## config.mk

```make
export PLATFORM = sky130hd
export DESIGN_NAME = eth_tx_arbiter
export DESIGN_NICKNAME = d
export VERILOG_FILES = /design/src/rtl/eth_tx_arbiter_pkg.sv /design/src/rtl/eth_tx_arbiter_rr_pick.sv /design/src/rtl/eth_tx_arbiter.sv
export SDC_FILE = /design/constraint.sdc
export NUM_CORES = 1
export LEC_CHECK = 0
export ABC_CLOCK_PERIOD_IN_PS = 3200
export CAP_MARGIN = 0
export CORE_ASPECT_RATIO = 1.2
export CORE_MARGIN = 2
export CORE_UTILIZATION = 30
export CTS_BUF_LIST = sky130_fd_sc_hd__clkbuf_16
export DETAILED_ROUTE_END_ITERATION = 7
export DONT_BUFFER_PORTS = 1
export GPL_ROUTABILITY_DRIVEN = 0
export SYNTH_ARGS = -nofsm -noshare
export SYNTH_HDL_FRONTEND = slang
export SYNTH_HIERARCHICAL = 1
export SYNTH_SLANG_ARGS = --single-unit
```

## constraint.sdc

```tcl
create_clock -name clk_i -period 3.2 [get_ports clk_i]
set_input_delay 0.64 -clock clk_i [delete_from_list [all_inputs] [get_ports clk_i]]
set_output_delay 0.64 -clock clk_i [all_outputs]
set_load 0.02 [all_outputs]
```

## src/rtl/eth_tx_arbiter_pkg.sv

```systemverilog
// Shared constants, FSM state encoding and port helpers for the Ethernet TX arbiter.
package eth_tx_arbiter_pkg;

    localparam int   ETH_TX_MAX_LEN       = 1518;
    // The packet size header goes out most-significant byte first (big-endian).
    localparam logic ETH_TX_HDR_MSB_FIRST = 1'b1;

    typedef enum logic [2:0] {
        ST_IDLE,
        ST_LEN_HI,
        ST_LEN_LO,
        ST_DATA,
        ST_WAIT_RST
    } arb_state_t;

    function automatic logic [1:0] port_onehot(input logic sel);
        return sel ? 2'b10 : 2'b01;
    endfunction

endpackage

```

## src/rtl/eth_tx_arbiter_rr_pick.sv

```systemverilog
// Two-way round-robin selector: on a tie, the port that was not granted last wins.
// Latency: purely combinational.
// Backpressure: none; the caller decides when the pick is consumed.
module eth_rr_pick (
    input  logic [1:0] i_valid,
    input  logic       i_last,
    output logic       o_sel,
    output logic       o_any
);

    assign o_any = |i_valid;
    assign o_sel = (&i_valid) ? ~i_last : i_valid[1];

endmodule

```

## src/rtl/eth_tx_arbiter.sv

```systemverilog
// Packet-level round-robin scheduler feeding the shared Ethernet TX FIFO with header + payload.
// Latency: one IDLE arbitration cycle, two header bytes, then one payload byte per cycle.
// Backpressure: a write stalls while tx_full_i is high; tx_reset_i aborts the current packet.
module eth_tx_arbiter
    import eth_tx_arbiter_pkg::*;
#(
    parameter int MAX_LEN = ETH_TX_MAX_LEN,
    parameter int LEN_W   = 16
) (
    input  logic               clk_i,
    input  logic               rst_i,
    input  logic [1:0]         req_valid_i,
    input  logic [2*LEN_W-1:0] req_len_i,
    input  logic [15:0]        req_data_i,
    output logic [1:0]         req_rd_o,
    output logic [1:0]         req_done_o,
    output logic [1:0]         req_err_o,
    output logic [1:0]         grant_o,
    output logic [7:0]         tx_data_o,
    output logic               tx_wr_en_o,
    input  logic               tx_full_i,
    input  logic               tx_reset_i,
    output logic               busy_o,
    output logic [LEN_W-1:0]   pkt_cnt0_o,
    output logic [LEN_W-1:0]   pkt_cnt1_o
);

    localparam logic [LEN_W-1:0] MAX_LEN_W = LEN_W'(MAX_LEN);

    arb_state_t       r_state;
    arb_state_t       w_state_nxt;
    // r_sel doubles as last_grant: it only changes on an arbitration.
    logic             r_sel;
    logic [LEN_W-1:0] r_len;
    logic [LEN_W-1:0] r_cnt;
    logic [1:0]       r_done;
    logic [LEN_W-1:0] r_pkt_cnt0;
    logic [LEN_W-1:0] r_pkt_cnt1;

    logic             w_pick_sel;
    logic             w_pick_any;
    logic [LEN_W-1:0] w_pick_len;
    logic             w_len_ok;
    logic             w_arb;
    logic             w_active;
    logic             w_wr;
    logic             w_last_byte;

    eth_rr_pick u_pick (
        .i_valid (req_valid_i),
        .i_last  (r_sel),
        .o_sel   (w_pick_sel),
        .o_any   (w_pick_any)
    );

    assign w_pick_len  = w_pick_sel ? req_len_i[2*LEN_W-1:LEN_W] : req_len_i[LEN_W-1:0];
    assign w_len_ok    = (w_pick_len != '0) && (w_pick_len <= MAX_LEN_W);
    assign w_arb       = (r_state == ST_IDLE) && !tx_reset_i && w_pick_any;
    assign w_active    = (r_state == ST_LEN_HI) || (r_state == ST_LEN_LO) || (r_state == ST_DATA);
    assign w_wr        = w_active && !tx_full_i && !tx_reset_i;
    assign w_last_byte = (r_state == ST_DATA) && w_wr && (r_cnt == LEN_W'(1));

    always_ff @(posedge clk_i or posedge rst_i) begin
        if (rst_i) begin
            r_state <= ST_IDLE;
        end else begin
            r_state <= w_state_nxt;
        end
    end

    always_comb begin
        w_state_nxt = r_state;
        tx_data_o   = 8'h00;
        req_rd_o    = 2'b00;
        req_err_o   = 2'b00;
        case (r_state)
            ST_IDLE: begin
                if (w_arb && w_len_ok) begin
                    w_state_nxt = ST_LEN_HI;
                end else if (w_arb) begin
                    req_err_o = port_onehot(w_pick_sel);
                end
            end
            ST_LEN_HI: begin
                tx_data_o = ETH_TX_HDR_MSB_FIRST ? r_len[15:8] : r_len[7:0];
                if (tx_reset_i)  w_state_nxt = ST_WAIT_RST;
                else if (w_wr)   w_state_nxt = ST_LEN_LO;
            end
            ST_LEN_LO: begin
                tx_data_o = ETH_TX_HDR_MSB_FIRST ? r_len[7:0] : r_len[15:8];
                if (tx_reset_i)  w_state_nxt = ST_WAIT_RST;
                else if (w_wr)   w_state_nxt = ST_DATA;
            end
            ST_DATA: begin
                tx_data_o = r_sel ? req_data_i[15:8] : req_data_i[7:0];
                if (w_wr) req_rd_o = port_onehot(r_sel);
                if (tx_reset_i)       w_state_nxt = ST_WAIT_RST;
                else if (w_last_byte) w_state_nxt = ST_IDLE;
            end
            ST_WAIT_RST: begin
                if (!tx_reset_i) w_state_nxt = ST_IDLE;
            end
            default: w_state_nxt = ST_IDLE;
        endcase
        // The requester learns of an abort in the same cycle the flush is seen.
        if (w_active && tx_reset_i) req_err_o = port_onehot(r_sel);
    end

    always_ff @(posedge clk_i or posedge rst_i) begin
        if (rst_i) begin
            r_sel      <= 1'b1;
            r_len      <= '0;
            r_cnt      <= '0;
            r_done     <= 2'b00;
            r_pkt_cnt0 <= '0;
            r_pkt_cnt1 <= '0;
        end else begin
            r_done <= 2'b00;
            if (w_arb) begin
                r_sel <= w_pick_sel;
                r_len <= w_pick_len;
            end
            if ((r_state == ST_LEN_LO) && w_wr) begin
                r_cnt <= r_len;
            end else if ((r_state == ST_DATA) && w_wr) begin
                r_cnt <= r_cnt - LEN_W'(1);
            end
            if (w_last_byte) begin
                r_done <= port_onehot(r_sel);
                if (r_sel) r_pkt_cnt1 <= r_pkt_cnt1 + LEN_W'(1);
                else       r_pkt_cnt0 <= r_pkt_cnt0 + LEN_W'(1);
            end
        end
    end

    assign tx_wr_en_o = w_wr;
    assign grant_o    = w_active ? port_onehot(r_sel) : 2'b00;
    assign busy_o     = (r_state != ST_IDLE);
    assign req_done_o = r_done;
    assign pkt_cnt0_o = r_pkt_cnt0;
    assign pkt_cnt1_o = r_pkt_cnt1;

endmodule

```

Word level (Yosys, flattened, before mapping)
Cells that the tools add are included.
{"block": "totals", "wordCells": 70, "regBits": 70, "output_inout_bits": 50}
{"block": "op_classes", "bitwise_logic": 1, "reduce_logical": 23, "order_cmp": 1, "n_eq_ne": 10, "add_sub_neg": 3, "mux": 25}
{"operator": "$mux W16", "n": 3}
{"operator": "$add A16 B1 Y16 const B", "n": 2}
{"operator": "$mux W3", "n": 8}
{"operator": "$pmux W8 S3", "n": 1}
{"operator": "$mux W2", "n": 10}
{"operator": "$eq A16 B1 Y1 const B", "n": 1}
{"operator": "$le A16 B11 Y1 const B", "n": 1}
{"operator": "$reduce_bool A16 Y1", "n": 1}
{"operator": "$sub A16 B1 Y16 const B", "n": 1}
{"operator": "$pmux W3 S5", "n": 1}
{"operator": "$logic_and A1 B1 Y1", "n": 10}
{"operator": "$ne A3 B3 Y1 const B", "n": 3}
{"operator": "$mux W8", "n": 1}
{"operator": "$eq A3 B2 Y1 const B", "n": 2}
{"operator": "$reduce_and A2 Y1", "n": 3}
{"operator": "$reduce_and A5 Y1", "n": 1}
{"operator": "$eq A3 B1 Y1 const B", "n": 1}
{"operator": "$eq A3 B3 Y1 const B", "n": 1}
{"operator": "$logic_not A3 Y1", "n": 1}
{"operator": "$reduce_bool A3 Y1", "n": 1}
{"operator": "$logic_not A1 Y1", "n": 2}
{"operator": "$logic_or A1 B1 Y1", "n": 2}
{"operator": "$ne A2 B1 Y1 const B", "n": 1}
{"operator": "$ne A2 B2 Y1 const B", "n": 1}
{"operator": "4 further kinds", "n": 4}

Longest topological paths before layout
Gate-level depths: netlist of the first run.
{"block": "logic_depth", "word_depth": 10, "mapped_depth": 7}

Hierarchy
Netlist of the first run, hierarchy kept.
{"module": "eth_tx_arbiter", "cells_per_inst": 427, "instances": 1, "seq_area_each_um2": 1752.9, "area_per_inst_um2": 3920.0}
{"module": "eth_rr_pick", "cells_per_inst": 2, "instances": 1, "seq_area_each_um2": 0.0, "area_per_inst_um2": 13.8}

Least setup slack after synthesis of the first run
OpenSTA, ideal clock, no wires.
{"block": "synth_path", "path_type": "input port to output port", "startpoint": "input req_valid_i[1]", "endpoint": "output req_err_o[1]", "path_stages": 5, "required_ps": 2560, "slack_ps": 248, "arrival_time_ps": 2312, "path_cell_list": "a21boi_1 -> clkbuf_1 -> clkbuf_1 -> buf_1 -> a32o_1"}
{"block": "synth_between", "elab_chain_len": 9}
{"item": "from (decl)", "line": "eth_tx_arbiter.sv:12", "rtl": "input logic [1:0] req_valid_i,"}
{"item": "$reduce_and A2 Y1", "line": "eth_tx_arbiter_rr_pick.sv:12", "rtl": "assign o_sel = (&i_valid) ? ~i_last : i_valid[1];"}
{"item": "$mux W1", "line": "eth_tx_arbiter_rr_pick.sv:12"}
{"item": "$mux W16", "line": "eth_tx_arbiter.sv:56", "rtl": "assign w_pick_len = w_pick_sel ? req_len_i[2*LEN_W-1:LEN_W] : req_len_i[LEN_W-1:0];"}
{"item": "$le A16 B11 Y1 / $reduce_bool A16 Y1 (equally long branches)", "line": "eth_tx_arbiter.sv:57", "rtl": "assign w_len_ok = (w_pick_len != '0) && (w_pick_len <= MAX_LEN_W);"}
{"item": "$logic_and A1 B1 Y1", "line": "eth_tx_arbiter.sv:57"}
{"item": "$logic_and A1 B1 Y1", "line": "eth_tx_arbiter.sv:78", "rtl": "if (w_arb && w_len_ok) begin"}
{"item": "$mux W2 (*)", "line": "eth_tx_arbiter.sv:78"}
{"item": "$mux W2 (*)", "line": "eth_tx_arbiter.sv:76", "rtl": "case (r_state)"}
{"item": "$mux W2 (*)", "line": "eth_tx_arbiter.sv:106", "rtl": "if (w_active && tx_reset_i) req_err_o = port_onehot(r_sel);"}
{"item": "to (decl)", "line": "eth_tx_arbiter.sv:17", "rtl": "output logic [1:0] req_err_o,"}
Every way passes the cells marked *; elsewhere a longest branch is shown, timed or not.

Final worst setup path of the first run
{"block": "layout_path", "startpoint": "register r_sel", "endpoint": "output req_err_o[1]"}
{"block": "layout_between", "elab_chain_len": 9}
{"item": "from (decl)", "line": "eth_tx_arbiter.sv:33", "rtl": "logic r_sel;"}
{"item": "from (signal assigned)", "line": "eth_tx_arbiter.sv:120", "rtl": "r_sel <= w_pick_sel;"}
{"item": "$not A1 Y1 (*)", "line": "eth_tx_arbiter_rr_pick.sv:12"}
{"item": "$mux W1 (*)", "line": "eth_tx_arbiter_rr_pick.sv:12"}
{"item": "named net w_pick_sel", "line": "eth_tx_arbiter.sv:40", "rtl": "logic w_pick_sel;"}
{"item": "$mux W16", "line": "eth_tx_arbiter.sv:56"}
{"item": "$le A16 B11 Y1 / $reduce_bool A16 Y1 (equally long branches)", "line": "eth_tx_arbiter.sv:57"}
{"item": "$logic_and A1 B1 Y1", "line": "eth_tx_arbiter.sv:57"}
{"item": "$logic_and A1 B1 Y1", "line": "eth_tx_arbiter.sv:78"}
{"item": "$mux W2 (*)", "line": "eth_tx_arbiter.sv:78"}
{"item": "$mux W2 (*)", "line": "eth_tx_arbiter.sv:76"}
{"item": "$mux W2 (*)", "line": "eth_tx_arbiter.sv:106"}
The timed path passes the listed nets; every way through them passes the cells marked *.

==> out/metrics.yaml, run 1 <==
clock_h_tree_levels: 3
setup_tns_ps: 0
tightest_slew_ps: 779
syn_area_per_cell_um2: 9.17
detail-route-antenna-nets: 0
post_synth_num_cell_types: 51
num_vias: 3170
post_synth_xor_area_fraction: 0.0776
cts_setup_buffers: 0
rsz0062_at_grt: "false"
main_combinational_cell_family_by_area_after_synthesis: "simple AND/OR/NAND/NOR gates"
worst_setup_hold_path_clk_slew_ps: 60
setup_violations_final: 0
finalMaxSlewViolations: 0
cp-startpoint: "r_sel"
synth_edf_count: 0
hold_class: "in2async"
finish.cell_count_without_fillers: 597
synth_compound_gate_area_share: 0.125
grt_pass1_vias: 3202
hold_violations: 0
drt_pre_antenna_iters: 4
drc: 0
yosys_warnings: 6
numCtsBuffers: 9
synth_simple_gate_area_share: 0.228
initial_utilization: 0.309
finalCritPeriodShare: 0.912
utilization: 0.354
maximum_buffer_depth_of_the_clock_tree: 2
postSynthNetCount: 487
via_per_inst: 5.31
placed_area_um2: 4160
final_critical_path_setup_slack_ps: 281
post_route_cells_drive_above_1_share: 0.104
cell_area_after_technology_mapping_um2: 3930
final.setup_skew_ps: 7.98
slew_headroom: 0.479
wl_per_cell_um: 16.6
status: "complete, no violations"
place_hpwl_mm: 7.58
number_of_antenna_violations_at_the_first_check_in_global_routing: 0
clock_sink_count: 70
cts_tree: "built"
flow.area_growth_from_synthesis_pct: 14.5
worst_ep_required_time_ps: 2560
setup.reg_to_reg.worst_slack_ps: 300
die_area_um2: 14000
die-height_um: 129
vdd_ir_drop_max_uv: 288
mostFrequentLayoutCells: "sky130_fd_sc_hd__dfrtp_1, sky130_fd_sc_hd__nor2_1, sky130_fd_sc_hd__nand2_1"
fmax_ghz: 0.343
worst-path-max-fanout: 12
detailedRoute.firstIterationViolations: 196
timing.rr.end: "pkt_cnt1_o[15]"
io_buffers: 0
ctsHoldBuffers: 0
place_inst: 582
timing.hold.ws_ps: 266
yosysSeqAreaShare: 0.446
core_um2: 12700
cts_resized: 0
global_route.overflow_total: 0
worst-endpoint-arrival_ps: 2280
routed_wl_mm: 9.94
clk_latency_worst_skew_pair_ps: 330
nNetsFinal: 487
cts_root_buf: "sky130_fd_sc_hd__clkbuf_16"
grt_max_degree: 44
timing.max_cap.violations: 0
rr_startpoint: "r_cnt[7]"
worst_reg_to_reg_cells: 5
layout_filler_cell_count: 1347
final_common_cell: "sky130_fd_sc_hd__dfrtp_1"
power-per-cell-area_nw_per_um2: 558
num_io_pins: 104
async_reset_ff_frac: 1.00
pre_cts_ws_ps: 298
synthMuxAreaShare: 0.0776
chipWidth_um: 109
synthesis_stage_register_bit_count: 70
path_class: "reg2out"
global_route.usage.total: 0.146
timing.critical_path.from_type: "register"
final_cell_area_um2: 4510
syn_inst: 429
period_needed_ps: 2920
p_leak_nw: 2.00
kind_of_capture_point_of_the_worst_setup_path: "primary output"
synth_fa_ha_area_frac: 0.0127
fp-row-count: 45
n_antenna_cell: 0
global_route_wire_length_before_repair_mm: 16.1
totalPowerFinal_mw: 2.51
synth_flop_cell: "sky130_fd_sc_hd__dfrtp_1"
[area by class of cell]
class	count	area, um2	area share
inverter	11	41.3	0.00916
clock buffer	9	225	0.0500
tap	164	205	0.0455
timing repair buffer	12	103	0.0228
multi-input combinational	325	2070	0.459
sequential	70	1750	0.389
clock inverter	6	111	0.0247
[cells in the mapped netlist, drive strengths merged (2+ instances only)]
cell type | n | share of area
nand2b | 4 | 0.0064
nor4 | 11 | 0.019
and3 | 9 | 0.014
a22oi | 10 | 0.019
or2 | 3 | 0.0048
clkbuf | 21 | 0.021
xnor2 | 23 | 0.053
mux2i | 26 | 0.066
nand2 | 40 | 0.038
dfrtp | 69 | 0.44
nor4b | 2 | 0.0045
nor2 | 43 | 0.041
ha | 4 | 0.013
o22ai | 6 | 0.0095
nor2b | 2 | 0.0032
nor3b | 2 | 0.0038
inv | 11 | 0.010
a21oi | 20 | 0.025
o21ai | 29 | 0.037
or3 | 4 | 0.0064
o211ai | 2 | 0.0038
mux2 | 4 | 0.011
or4 | 5 | 0.011
nand4 | 14 | 0.022
a211o | 2 | 0.0045
or3b | 2 | 0.0045
xor2 | 11 | 0.024
a41oi | 2 | 0.0045
nor3 | 14 | 0.018
buf | 2 | 0.0019
nand3 | 17 | 0.022
[worst max path at each step]
stage	to	slack (ps)	depth (start not counted)
after detailed placement	req_err_o[1]	300	6
after global routing	req_err_o[1]	110	6
final	req_err_o[1]	280	7
after floorplan	req_err_o[1]	250	5
after global placement	req_err_o[1]	350	6
after CTS	req_err_o[1]	220	7
[power breakdown]
part	internal, mW	switching (mW)	total (mW)
registers	0.943	0.0588	1.00
logic	0.154	0.224	0.378
clock network	0.757	0.378	1.13
total	1.85	0.660	2.51
[registers in the layout, indices dropped and copies added (netlist names)]
name,count
pkt_cnt1_o,16
r_state,3
r_cnt,16
r_len,16
req_done_o,2
r_sel,1
pkt_cnt0_o,16
[cells by family after synthesis]
group / Yosys count
and+or+nand+nor: 176
AOI/OAI and AO/OA: 81
DFF: 70
xor gates and xnor gates: 34
buffers and inverters: 34
muxes: 30
adders and majority gates: 4
[layer usage]
| metal | vias up | GRT usage | share of wire |
|---|---|---|---|
| met1 | 1489 | 0.180 | 0.44 |
| met2 | 120 | 0.246 | 0.47 |
| met4 | 0 | 0.0468 | 0.017 |
| met5 | - | 0 | 0 |
| met3 | 14 | 0.0412 | 0.078 |
| li1 | 1547 | - | - |
[critical path, cell delays in order, from the launching register on]
cell                       delay [ps]
sky130_fd_sc_hd__dfstp_2          560
sky130_fd_sc_hd__a21boi_4         120
sky130_fd_sc_hd__buf_4            210
sky130_fd_sc_hd__nor4_1           290
sky130_fd_sc_hd__nand3_1          100
sky130_fd_sc_hd__a21bo_2          200
sky130_fd_sc_hd__nand3_1          160
sky130_fd_sc_hd__a32o_1           320
(Power assumes the default switching activity.)
==> run 2: changes to the inputs <==
--- a/config.mk
+++ b/config.mk
@@ -5,12 +5,11 @@
 export SDC_FILE = /design/constraint.sdc
 export NUM_CORES = 1
 export LEC_CHECK = 0
-export ABC_CLOCK_PERIOD_IN_PS = 3200
+export ABC_CLOCK_PERIOD_IN_PS = 2810
 export CAP_MARGIN = 0
 export CORE_ASPECT_RATIO = 1.2
 export CORE_MARGIN = 2
 export CORE_UTILIZATION = 30
-export CTS_BUF_LIST = sky130_fd_sc_hd__clkbuf_16
 export DETAILED_ROUTE_END_ITERATION = 7
 export DONT_BUFFER_PORTS = 1
 export GPL_ROUTABILITY_DRIVEN = 0
==> constraint.sdc (replaced) <==
create_clock -name clk_i -period 2.81 [get_ports clk_i]
set_input_delay 0.562 -clock clk_i [delete_from_list [all_inputs] [get_ports clk_i]]
set_output_delay 0.562 -clock clk_i [all_outputs]
set_load 0.02 [all_outputs]
==> run 2 against run 1 <==
Sequential cell count stayed put. Clock skew is 2.5 ps lower. Clock power hardly changed. Non-clock buffer count is 7 higher. Wire length is 0.17% lower. Highest routed layer unchanged.
==> out/metrics.yaml, run 2 (same netlist as run 1, synthesis figures left out) <==
drc: 0
timing.hold.ws_ps: 134
tightest_slew_ps: 762
num_vias: 3222
place_inst: 589
worst-path-max-fanout: 12
status: "complete, no violations"
fmax_ghz: 0.368
die-height_um: 129
mostFrequentLayoutCells: "sky130_fd_sc_hd__dfrtp_1, sky130_fd_sc_hd__nor2_1, sky130_fd_sc_hd__nand2_1"
rr_startpoint: "r_cnt[6]"
period_needed_ps: 2720
cts_setup_buffers: 0
num_io_pins: 104
cp-startpoint: "r_sel"
final_cell_area_um2: 4550
detail-route-antenna-nets: 0
timing.critical_path.from_type: "register"
setup_violations_final: 0
placed_area_um2: 4210
chipWidth_um: 109
clk_latency_worst_skew_pair_ps: 330
p_leak_nw: 2.02
core_um2: 12700
global_route_wire_length_before_repair_mm: 15.9
timing.max_cap.violations: 0
cts_root_buf: "sky130_fd_sc_hd__clkbuf_16"
fp-row-count: 45
n_antenna_cell: 0
rsz0062_at_grt: "true"
nNetsFinal: 494
place_hpwl_mm: 7.62
worst_ep_required_time_ps: 2250
power-per-cell-area_nw_per_um2: 598
worst_setup_hold_path_clk_slew_ps: 60
routed_wl_mm: 9.92
detailedRoute.firstIterationViolations: 266
kind_of_capture_point_of_the_worst_setup_path: "primary output"
path_class: "reg2out"
final.setup_skew_ps: 5.46
finalCritPeriodShare: 0.968
finalMaxSlewViolations: 0
post_route_cells_drive_above_1_share: 0.134
finish.cell_count_without_fillers: 605
hold_violations: 0
vdd_ir_drop_max_uv: 291
clock_h_tree_levels: 3
wl_per_cell_um: 16.4
number_of_antenna_violations_at_the_first_check_in_global_routing: 0
die_area_um2: 14000
grt_pass1_vias: 3167
worst-endpoint-arrival_ps: 2160
drt_pre_antenna_iters: 4
totalPowerFinal_mw: 2.72
final_common_cell: "sky130_fd_sc_hd__dfrtp_1"
cts_tree: "built"
initial_utilization: 0.309
grt_max_degree: 49
slew_headroom: 0.490
via_per_inst: 5.33
maximum_buffer_depth_of_the_clock_tree: 2
io_buffers: 0
final_critical_path_setup_slack_ps: 89.9
numCtsBuffers: 9
pre_cts_ws_ps: 72.5
global_route.overflow_total: 0
hold_class: "in2async"
ctsHoldBuffers: 0
flow.area_growth_from_synthesis_pct: 15.6
clock_sink_count: 70
global_route.usage.total: 0.145
-- run 2: cell count changes in the layout (fill, tap and decap cells not counted), sizes merged --
cell and delta:
clkbuf +1, clkinvlp +1, buf +7, bufinv -2
inv +1
-- run 2: per-stage QoR --
stage | setup TNS (ps) | utilization
floorplan | 0 | -
global placement | 0 | 0.331
detailed placement | 0 | 0.331
CTS | 0 | 0.356
global route | -14.7 | 0.357
finish | 0 | 0.357
-- run 2: layout make-up --
| class | count | area (um2) |
|---|---|---|
| Inverter | 11 | 41.3 |
| Tap cell | 164 | 205 |
| Clock buffer | 10 | 229 |
| Timing Repair Buffer | 19 | 155 |
| Multi-Input combinational cell | 325 | 2090 |
| Clock inverter | 6 | 71.3 |
| Sequential cell | 70 | 1750 |
| Fill cell | 1306 | 8180 |
-- run 2: final timing paths --
| check | to | slack (ps) | cells after the start |
|---|---|---|---|
| worst max-delay path | req_err_o[1] | 90 | 7 |
| worst min-delay path | pkt_cnt0_o[13] | 130 | 1 |
| worst max register to register | pkt_cnt1_o[15] | 190 | 5 |
| worst min register to register | r_len[10] | 530 | 2 |
| max in group asynchronous | r_sel | 1990 | 2 |
| min in group clk_i | r_state[2] | 380 | 1 |
-- run 2: repair_timing --
item,in CTS,in global routing
setup endpoints to repair,2,4
gates cloned,0,0
pin swaps,1,0
resized for setup,5,3
-- run 2: critical path: stages, from the launching register on --
cell                       delay (ps)
sky130_fd_sc_hd__dfstp_2          560
sky130_fd_sc_hd__a21boi_4         120
sky130_fd_sc_hd__buf_4            180
sky130_fd_sc_hd__nor4_2           250
sky130_fd_sc_hd__nand2_1           90
sky130_fd_sc_hd__a21oi_2          160
sky130_fd_sc_hd__nand3_2          130
sky130_fd_sc_hd__a32o_2           340
-- run 2: routing by layer --
| metal | track usage | vias to the layer above | routed length, um |
|---|---|---|---|
| li1 | - | 1558 | - |
| met1 | 0.179 | 1504 | 4300 |
| met2 | 0.235 | 142 | 4610 |
| met3 | 0.0493 | 18 | 808 |
| met4 | 0.0505 | 0 | 206 |
| met5 | 0 | - | 0 |
-- run 2: power breakdown --
| group | internal, mW | total (mW) | switching, mW |
|---|---|---|---|
| combinational | 0.184 | 0.439 | 0.255 |
| sequential | 1.07 | 1.14 | 0.0665 |
| clock | 0.693 | 1.14 | 0.447 |
